### config.mk
export PLATFORM = sky130hd
export DESIGN_NAME = program_rom
export DESIGN_NICKNAME = d
export VERILOG_FILES = /design/src/rtl/program_rom.sv
export SDC_FILE = /design/constraint.sdc
export NUM_CORES = 1
export LEC_CHECK = 0
export ABC_AREA = 1
export CORE_AREA = 2 2 39 41
export DETAILED_ROUTE_END_ITERATION = 12
export DIE_AREA = 0 0 41 43
export PLACE_DENSITY = 0.64
export SYNTH_ARGS = -nofsm -noshare
export SYNTH_HDL_FRONTEND = slang
export SYNTH_SLANG_ARGS = --single-unit
### constraint.sdc
create_clock -name clk -period 0.8 [get_ports clk]
set_input_delay 0.12 -clock clk [delete_from_list [all_inputs] [get_ports clk]]
set_output_delay 0.12 -clock clk [all_outputs]
set_load 0.01 [all_outputs]
### src/rtl/program_rom.sv
// ---------------------------------------------------------------------------
// program_rom
//
// Read-only program/data store for the 8-bit teaching CPU. It holds 16 words
// of 8 bits, addressed by the program counter or the memory-address register.
// The addressed word is returned combinationally for instruction fetch and
// operand load. A one-cycle registered copy is also provided for pipelined
// consumers downstream.
//
// Word format: [7:4] opcode, [3:0] operand address.
// Opcodes: LDA=0x0, ADD=0x1, SUB=0x2, OUT=0xE, HLT=0xF.
//
// Ports:
//   clk        in   1  system clock, rising-edge active
//   rst        in   1  synchronous active-high reset (registered copy only)
//   rom_addr   in   4  word address 0x0-0xF
//   rom_out    out  8  combinational read data for rom_addr
//   rom_out_q  out  8  rom_out registered on clk, cleared by rst
// ---------------------------------------------------------------------------
module program_rom (
  input  logic       clk,
  input  logic       rst,
  input  logic [3:0] rom_addr,
  output logic [7:0] rom_out,
  output logic [7:0] rom_out_q
);

  // Opcode fields, used to keep the program listing below readable.
  localparam logic [3:0] OP_LDA = 4'h0;
  localparam logic [3:0] OP_ADD = 4'h1;
  localparam logic [3:0] OP_SUB = 4'h2;
  localparam logic [3:0] OP_OUT = 4'hE;
  localparam logic [3:0] OP_HLT = 4'hF;

  logic [7:0] w_romData;
  logic [7:0] r_romOutQ;

  // Address decode for the fixed contents. The default branch matters in
  // simulation: an address containing X or Z bits matches none of the
  // explicit items and falls through to 0x00, so the read data never goes X.
  always_comb begin
    w_romData = 8'h00;
    case (rom_addr)
      4'h0:    w_romData = {OP_LDA, 4'h9};
      4'h1:    w_romData = {OP_ADD, 4'hA};
      4'h2:    w_romData = {OP_ADD, 4'hB};
      4'h3:    w_romData = {OP_SUB, 4'hC};
      4'h4:    w_romData = {OP_OUT, 4'h0};
      4'h5:    w_romData = {OP_HLT, 4'h0};
      4'h6:    w_romData = 8'h00;
      4'h7:    w_romData = 8'h00;
      4'h8:    w_romData = 8'h00;
      4'h9:    w_romData = 8'h10;
      4'hA:    w_romData = 8'h14;
      4'hB:    w_romData = 8'h18;
      4'hC:    w_romData = 8'h04;
      4'hD:    w_romData = 8'h00;
      4'hE:    w_romData = 8'h00;
      4'hF:    w_romData = 8'h00;
      default: w_romData = 8'h00;
    endcase
  end

  // Registered copy for pipelined consumers. Reset only clears this copy;
  // the combinational read path keeps tracking the address during reset.
  always_ff @(posedge clk) begin
    if (rst) begin
      r_romOutQ <= 8'h00;
    end else begin
      r_romOutQ <= w_romData;
    end
  end

  assign rom_out   = w_romData;
  assign rom_out_q = r_romOutQ;

endmodule

==> metrics.txt, run 1 <==
outcome complete, but fails checks; failing checks negative setup slack; most common cell after layout, fill and taps aside buf_2; worst-margin pin slew 0.161 ns; fill cell count 130; Core Area 0.00138 mm²; DRC 0; sequential area share after synthesis 0.384; Critical Path AT 0.76 ns; antenna cells 0; Tmin final 0.884 ns; area of the multi-input gates 254 µm²; FP Rows 14; IO Pins 22; pins over their slew limit 0; Yosys Warn Count 0; Crit Path Category input pin to primary output; Cell Count, Final, Fillers Out 96; Final setup viols 5; Critical Path RT 0.68 ns; sequential cell area 141 µm²; Sink Count 7; Worst setup EP type primary output; unrepaired setup endpoints after global routing yes; vias in the first global route 356; Avg Inst Size Synth 7.94 µm²; final number of hold-violating endpoints 0; port bufs 21; initial DRC count 2; setup TNS -0.201 ns; total CTS buffers 3; Power, Total 962 µW; root buffer cell clkbuf_4; syn nets 56; H-Tree Depth 1; grt total ovfl 0; Max Cap Viol 0; P_leak 0.000402 µW; max reg flops 7; Period Utilization, post-route 1.11; area grow syn2layout 105%; Hold Path Class input pin to register; Relative slew margins 0.892; first-pass GRT wire length 1400 µm; die height 43 µm; Die X 41 µm; synthesis-stage register bit count 7; mapped cell area 365 µm²; VDD IR max 0.000395 V; Fmax 1.13 GHz; unique cell type count in the Yosys netlist 14; Synth top area share 0.384; Layout Utilization 0.542; Synth Instances 46; CTS tree built; Total Routing Usage GR 0.120; Initial Util 0.264; Final ANT Viol Nets 0; Final #Nets 91; Placed Instances 89; initial antenna violation count 0; largest net degree at the start of global routing 7; clock tree buffer depth 2; Pre-antenna DRT Iters 2; wirelength, routed 931 µm; area leader, netlist dfxtp_1; share of layout cells above drive strength 1 0.713; Final WS setup -0.0841 ns; number of cells on the worst hold path 3; via/cell ratio 4.09; pwr dens 1280 mW/mm²; Post-DP Area 653 µm²; Via Count 393; routed length per instance 9.70 µm; register clock-pin slew on the reported worst setup and hold paths 0.05 ns; final instance area 749 µm²; most frequent cells in the layout buf_2, buf_4, dfxtp_1; Worst Path Max Fanout 3; full die area 0.00176 mm²; CP Launch Type input pin; DP HPWL 676 µm; Synth area leaders dfxtp_1, ha_1, inv_1; GP Congestion 0.705
==> kinds of logic (layout without fill, tap and decap cells) <==
logic type | count (synthesis) | count (layout) | share of synthesized area
buffers and inverters | 13 | 47 | 0.154
AOI/OAI and AO/OA | 3 | 3 | 0.0514
adders and majority gates | 4 | 4 | 0.137
DFF | 7 | 7 | 0.384
and+or+nand+nor | 19 | 19 | 0.274
==> critical path, cell delays in order <==
cell,delay (ns)
buf_12,0.11
inv_8,0.05
ha_4,0.20
nand2_4,0.08
nand3_4,0.08
buf_6,0.12
==> area by class of cell <==
class | count | area share
multi-input cells | 26 | 0.339
repair buffers | 32 | 0.336
flip-flops and latches | 7 | 0.189
inverters | 11 | 0.0751
clock buffers | 4 | 0.0351
well taps | 16 | 0.0267
==> path summary, 6_finish.rpt <==
check,endpoint,start,slack (ns)
max,rom_out[4],rom_addr[1],-0.08
min,rom_out_q[0],rom_addr[0],0.16
==> metrics by stage <==
step                hold slack [ns]  setup WS [ns]
floorplan                     0.182         0.0190
global placement              0.717         -0.985
detailed placement            0.716          -1.00
CTS                           0.141        -0.0888
global route                  0.155         -0.118
finish                        0.157        -0.0841
==> metal layers <==
layer / track usage / vias to the layer above / wire length, µm
li1: - / 205 / -
met2: 0.181 / 17 / 519
met4: 0.120 / 0 / 14
met1: 0.129 / 169 / 309
met3: 0.0209 / 2 / 87
met5: 0 / - / 0
==> repair_timing <==
item | CTS | global route
gates resized for setup | 106 | 11
gates cloned | 0 | 0
setup buffers | 2 | 1
pin swaps | 7 | 2
endpoints found under the setup margin | 23 | 16
hold buffers | 0 | 0
hold endpoints to repair | 0 | 0
==> cell usage after synthesis (all sizes together) <==
master,count
buf,2
dfxtp,7
nand2,8
inv,11
nor2,4
nor3,1
nand3,6
ha,4
a21oi,3
==> where the power goes <==
part / leakage, µW / total, µW / switching, µW / internal (µW)
logic: 0.000329 / 288 / 140 / 148
registers: 0.0000578 / 369 / 3.51 / 365
clock network: 0.0000150 / 305 / 116 / 189
total: 0.000402 / 962 / 260 / 702
Note: power is estimated with default switching activity, not from simulation.
==> inputs of run 2 (changes only) <==
CTS_CLUSTER_DIAMETER = 60   (was default)
==> results of run 2 <==
Same layout as run 1: the final DEF is identical, and so are final timing and power.
